$ cat src/rtl/atm_pkg.sv
// Shared types and constants for the ATM bill dispense scheduler.
// Denomination weights are expressed in $10 units, indexed by bin.
package atm_pkg;

  typedef enum logic [2:0] {
    IDLE,
    PLAN,
    DISP,
    GAPW,
    DONE,
    ERR
  } state_t;

  localparam int NUM_BINS = 4;

  localparam logic [1:0] BIN_100 = 2'd0;
  localparam logic [1:0] BIN_50  = 2'd1;
  localparam logic [1:0] BIN_20  = 2'd2;
  localparam logic [1:0] BIN_10  = 2'd3;

  localparam logic [3:0] DENOM_W [NUM_BINS] = '{4'd10, 4'd5, 4'd2, 4'd1};

endpackage

$ cat src/rtl/atm_bin_inventory.sv
// Four per-bin bill counters with an overwrite load port, a single-bill
// decrement port and a combinational read of every count.
module atm_bin_inventory
  import atm_pkg::*;
#(
  parameter int CNT_W = 8
) (
  input  logic             clk,
  input  logic             rst_n,
  input  logic             load_en,
  input  logic [1:0]       load_bin,
  input  logic [CNT_W-1:0] load_cnt,
  input  logic             dec_en,
  input  logic [1:0]       dec_bin,
  output logic [CNT_W-1:0] counts [NUM_BINS]
);

  // NOTE: this is a register file, not a RAM; it is reset so a cold cassette reads empty.
  always_ff @(posedge clk) begin
    if (!rst_n) begin
      for (int i = 0; i < NUM_BINS; i++) counts[i] <= '0;
    end else if (load_en) begin
      counts[load_bin] <= load_cnt;
    end else if (dec_en) begin
      counts[dec_bin] <= counts[dec_bin] - CNT_W'(1);
    end
  end

endmodule

$ cat src/rtl/atm_dispense_sched.sv
// Plans a greedy bill breakdown for a withdrawal, then sequences the 1-to-4
// demux with one fire pulse per bill, spaced by GAP idle cycles.
module atm_dispense_sched
  import atm_pkg::*;
#(
  parameter int AMT_W = 10,
  parameter int CNT_W = 8,
  parameter int GAP   = 3
) (
  input  logic             clk,
  input  logic             rst_n,
  input  logic             req,
  input  logic [AMT_W-1:0] amount,
  input  logic             load_en,
  input  logic [1:0]       load_bin,
  input  logic [CNT_W-1:0] load_cnt,
  output logic [1:0]       sel,
  output logic             fire,
  output logic             busy,
  output logic             done,
  output logic             err
);

  localparam int GAP_W = $clog2(GAP + 1);

  state_t           state;
  logic [AMT_W-1:0] rem;
  logic [1:0]       bin;
  logic [CNT_W-1:0] plan [NUM_BINS];
  logic [GAP_W-1:0] gap_cnt;
  logic [CNT_W-1:0] inv  [NUM_BINS];

  logic [AMT_W-1:0] w_cur;
  logic             take;
  logic             dec_en;
  logic             inv_load;

  assign w_cur    = AMT_W'(DENOM_W[bin]);
  assign take     = (rem >= w_cur) && (plan[bin] < inv[bin]);
  assign dec_en   = (state == DISP) && (plan[bin] != '0);
  assign inv_load = load_en && (state == IDLE);

  atm_bin_inventory #(.CNT_W(CNT_W)) u_inv (
    .clk      (clk),
    .rst_n    (rst_n),
    .load_en  (inv_load),
    .load_bin (load_bin),
    .load_cnt (load_cnt),
    .dec_en   (dec_en),
    .dec_bin  (bin),
    .counts   (inv)
  );

  // NOTE: all state and outputs use <= so every branch sees last cycle's values.
  always_ff @(posedge clk) begin
    if (!rst_n) begin
      state   <= IDLE;
      rem     <= '0;
      bin     <= BIN_100;
      gap_cnt <= '0;
      for (int i = 0; i < NUM_BINS; i++) plan[i] <= '0;
      sel     <= '0;
      fire    <= 1'b0;
      busy    <= 1'b0;
      done    <= 1'b0;
      err     <= 1'b0;
    end else begin
      fire <= 1'b0;
      done <= 1'b0;
      err  <= 1'b0;
      case (state)
        IDLE: begin
          if (!load_en && req) begin
            rem   <= amount;
            for (int i = 0; i < NUM_BINS; i++) plan[i] <= '0;
            bin   <= BIN_100;
            state <= PLAN;
            busy  <= 1'b1;
          end
        end
        PLAN: begin
          if (take) begin
            plan[bin] <= plan[bin] + CNT_W'(1);
            rem       <= rem - w_cur;
          end else if (bin != BIN_10) begin
            bin <= bin + 2'd1;
          end else if (rem == '0) begin
            bin   <= BIN_100;
            state <= DISP;
          end else begin
            state <= ERR;
            err   <= 1'b1;
          end
        end
        DISP: begin
          if (plan[bin] == '0) begin
            if (bin == BIN_10) begin
              state <= DONE;
              done  <= 1'b1;
            end else begin
              bin <= bin + 2'd1;
            end
          end else begin
            fire      <= 1'b1;
            sel       <= bin;
            plan[bin] <= plan[bin] - CNT_W'(1);
            gap_cnt   <= GAP_W'(GAP);
            state     <= GAPW;
          end
        end
        GAPW: begin
          if (gap_cnt <= GAP_W'(1)) state <= DISP;
          else                      gap_cnt <= gap_cnt - GAP_W'(1);
        end
        default: begin
          // DONE and ERR last one cycle; their pulses were raised on entry.
          state <= IDLE;
          busy  <= 1'b0;
        end
      endcase
    end
  end

endmodule

$ cat config.mk
export PLATFORM = sky130hd
export DESIGN_NAME = atm_dispense_sched
export DESIGN_NICKNAME = d
export VERILOG_FILES = /design/src/rtl/atm_pkg.sv /design/src/rtl/atm_bin_inventory.sv /design/src/rtl/atm_dispense_sched.sv
export SDC_FILE = /design/constraint.sdc
export NUM_CORES = 1
export LEC_CHECK = 0
export BUFFER_PORTS_ARGS = -buffer_cell sky130_fd_sc_hd__buf_2
export CAP_MARGIN = 40
export CELL_PAD_IN_SITES_DETAIL_PLACEMENT = 0
export CELL_PAD_IN_SITES_GLOBAL_PLACEMENT = 1
export CORE_AREA = 2 2 104 106
export DETAILED_ROUTE_END_ITERATION = 6
export DIE_AREA = 0 0 106 108
export PLACE_DENSITY = 0.82
export REMOVE_ABC_BUFFERS = 1
export SLEW_MARGIN = 30
export SYNTH_ARGS = -nofsm -noshare
export SYNTH_HDL_FRONTEND = slang
export SYNTH_SLANG_ARGS = --single-unit
$ cat constraint.sdc
create_clock -name clk -period 6.87 [get_ports clk]
set_input_delay 0.687 -clock clk [delete_from_list [all_inputs] [get_ports clk]]
set_output_delay 0.687 -clock clk [all_outputs]
set_load 0.005 [all_outputs]
==> metrics list <==
- Result of the run: complete, no violations
* Most used flip-flop cell after synthesis: dfxtp_1
- In this run the remaining antenna-violating nets after routing total 0.
- The worst setup path is of the reg2reg kind.
* Setup bufs post-CTS: 0
* Count of endpoints failing hold in the final timing report: 0
* Vias post-DR: 4,163
- TritonCTS built the clock tree.
* Full die area: 11,400 um2
- Number of synthesized flops with an enable pin: 32
- CTS root buf: clkbuf_8
* Cell taking the most area after synthesis: dfxtp_1
- From synthesis to final layout, the design area changed by 7.72%.
- After technology mapping, the gate count stands at 514.
- The final layout contains 577 nets.
- CP max stage delay: 0.71 ns
* Slowest stage cell, crit path: dfxtp_1
* Post-DR wirelength/cell: 19.2 um
- The number of antenna violations at the first check in global routing was 0.
- Setup repair after global routing left no endpoint under its margin.
- Count of instances resized after the clock tree is built: 0
- For this run, the register share of the synthesized area comes to 40.1%.
* Global routing usage summed across all routing layers: 24.2%
* Die Span Y: 108 um
- Data arrival time at the worst-slack endpoint: 5.07 ns
* Layout Cell Area excl Fill: 5640 um2
- Clk pin slew, worst setup/hold paths: 0.09 ns
* Total CTS buffers: 9
- The H-tree generated during clock tree synthesis spans 3 levels.
- Wire length reported by the detailed router: 12,800 um
- The clock passes through at most 2 buffers.
- The clock drives 89 sinks.
* Number of antenna repair diodes: 0
- Max cap viols: 0
- Maximum fanout count along the critical path: 13
- Number of port buffers: 29
* Global-route wire length before repair: 21,500 um
- Area fraction of the dominant cell type after synthesis: 21.8%
- Number of hold-repair buffers added at the cts stage: 0
- The multi-input combinational cells in the finished layout cover a total of 2890 um2.
* Placed Instance Area: 5430 um2
- Post-synth cell types: 71
- Mean post-synth cell area: 10.2 um2
- After synthesis the cells add up to 5240 um2.
- Across the whole layout, storage elements account for 2100 um2.
* Final critical path time including I/O delays and setup: 4.96 ns
- The most numerous cell type found on the critical path is and2_1.
- Yosys warning total: 0
- Core area: 10,200 um2
- Placement Rows: 37
* Biggest area contributors in the synthesized netlist: dfxtp_1, edfxtp_1, mux4_2
- Worst Clk Skew: 0.00942 ns
- Proportion of synthesized flip-flops having asynchronous set or reset: 0%
* Later-pin clock latency in the skew report: 0.37 ns
* Count of final max-slew check failures: 0
- Power spread over the standard cell area amounts to 395 nW/um2.
- Leaving out filler cells and counting taps, the final layout contains 669.
* Remaining Overflow, GRT: 0
- Headroom to the max-slew limit came out at 46.7%.
* Period utilization: 72.2%
- Leakage power figure: 2.12 nW
- DR pass1 iterations: 5
- Final HPWL from detailed placement: 9060 um
- Critical path capture point type: flop
- The critical path goes through mux4_2, nor4_2, a21oi_2, and2_1, ha_1, and2_1, a221oi_1, a22oi_1, o211ai_1, mux2i_1, nor2b_1.
- The worst setup path is launched from a flop.
- Once the floorplan was initialized, standard cells occupied 51.2% of the core.
* Placer congestion estimate: 0.922
- Vias per Instance: 6.22
- Number of fill cells: 900
- Measured on the finished design, the core utilization comes to 55.1%.
* Peak Freq: 202 MHz
- Number of buffers and inverters on the critical path: 0
- Inst Count DP: 653
- The post-route netlist has 17.3% of its cells at a drive strength greater than 1.
* Die width: 106 um
- 30 I/O pins were placed.
* Vias in the first global route: 4,225
* Number of setup violations in the final report: 0
- Broken down by cell family, the worst path's largest delay share belongs to simple AND/OR/NAND/NOR gates.
* Starting DRC count in detailed routing: 281
- Number of DRC violations after detailed routing: 0
- In this run, synthesis produced a sequential element count of 89.
- At the pin with the least slew margin, the transition time is 0.799 ns.
* Setup_tns: 0 ns
* Maximum number of pins on one net before global-route repair: 77
- Data required time at the worst endpoint: 6.98 ns
* Type of the worst min-delay path: reg2reg
- Peak supply drop: 0.000185 V
[Yosys cell counts, types with 3 or more instances]
cell	instances
nor3_2	3
mux4_2	16
edfxtp_1	32
xnor2_1	8
o221ai_1	15
mux2i_1	8
o21ai_0	15
inv_1	27
nand4_1	18
nor2_1	42
o211ai_1	7
o21a_1	6
ha_1	23
or2_2	3
nor3b_1	4
a31oi_1	3
buf_4	4
clkbuf_1	18
a22oi_1	6
nor4_1	5
dfxtp_1	57
a31o_2	4
a21boi_0	10
o21ai_4	4
buf_6	3
and2_1	7
nand2_1	38
nand3_1	20
nor2b_1	12
a21o_1	3
nand2b_1	3
a2bb2oi_1	7
nor3_1	13
a21oi_1	10
and3_1	6
o211a_1	6
[worst min-delay path, delay by kind of cell, from the launching register on]
family	cells	cell delay [ns]
and+or+nand+nor	1	0.05
DFF	1	0.31
AOI/OAI and AO/OA	1	0.07
[through the flow]
step | power (mW) | hold slack [ns] | setup WS [ns]
after floorplan | 1.57 | 0.451 | 2.74
after global placement | 1.81 | 0.463 | 2.22
after detailed placement | 1.84 | 0.470 | 1.93
after CTS | 2.23 | 0.483 | 1.93
after global routing | 2.39 | 0.499 | 1.50
final | 2.23 | 0.479 | 1.91
[placed cells by master, fill, tap and decap left out, types with 8 or more instances in the layout]
master    Yosys  final
clkbuf_8      0     10
a21oi_1      10     10
mux2i_1       8      8
buf_2         2     29
edfxtp_1     32     32
inv_1        27     27
nor2b_1      12     12
nor3_1       13     13
nor2_1       42     42
nand3_1      20     20
o221ai_1     15     15
mux4_2       16     16
dfxtp_1      57     57
xnor2_1       8      8
nand4_1      18     18
nand2_1      38     38
a21boi_0     10     10
ha_1         23     23
o21ai_0      15     15
[layout make-up]
| class | count | area share, % |
|---|---|---|
| tap | 136 | 3.02 |
| clock inverter | 4 | 0.865 |
| timing repair buffer | 31 | 2.91 |
| sequential | 89 | 37.3 |
| inverter | 27 | 1.80 |
| multi-input combinational | 370 | 51.2 |
| clock buffer | 12 | 2.95 |
[power by group]
part	total (mW)	switching [mW]	internal (mW)
logic	1.11	0.650	0.460
clock network	0.390	0.190	0.200
registers	0.727	0.0820	0.645
[routing by layer]
| layer | part of all wire [%] | vias to the layer above | routed length [um] | GRT usage, % |
|---|---|---|---|---|
| li1 | - | 1984 | - | - |
| met3 | 4.4 | 17 | 561 | 3.86 |
| met1 | 47 | 2057 | 5970 | 32.5 |
| met2 | 48 | 105 | 6100 | 40.1 |
| met5 | 0 | - | 0 | 0 |
| met4 | 1.6 | 0 | 199 | 8.27 |
[kinds of logic after synthesis]
| logic type | count (synthesis) | share of synthesized area, % |
|---|---|---|
| adders and majority gates | 25 | 6.26 |
| buffers and inverters | 55 | 4.71 |
| DFF | 89 | 40.1 |
| xor gates and xnor gates | 9 | 1.51 |
| and+or+nand+nor | 189 | 19.8 |
| muxes | 26 | 8.84 |
| AOI/OAI and AO/OA | 121 | 18.8 |
[registers in the layout, indices dropped and copies added (netlist names), named ones only]
name / count
plan: 32
u_inv.counts: 32
rem: 10
state: 3
bin: 2
gap_cnt: 2
sel: 2
busy: 1
done: 1
err: 1
fire: 1
[final timing paths]
path                   start         endpoint  slack, ns  cells past startpoint
min          u_inv.counts[1]  u_inv.counts[1]       0.48                      2
min reg2reg  u_inv.counts[1]  u_inv.counts[1]       0.48                      2
max                     flop       plan[3][7]       1.91                     11
max reg2reg             flop       plan[3][7]       1.91                     11
Note: power is estimated with default switching activity, not from simulation.
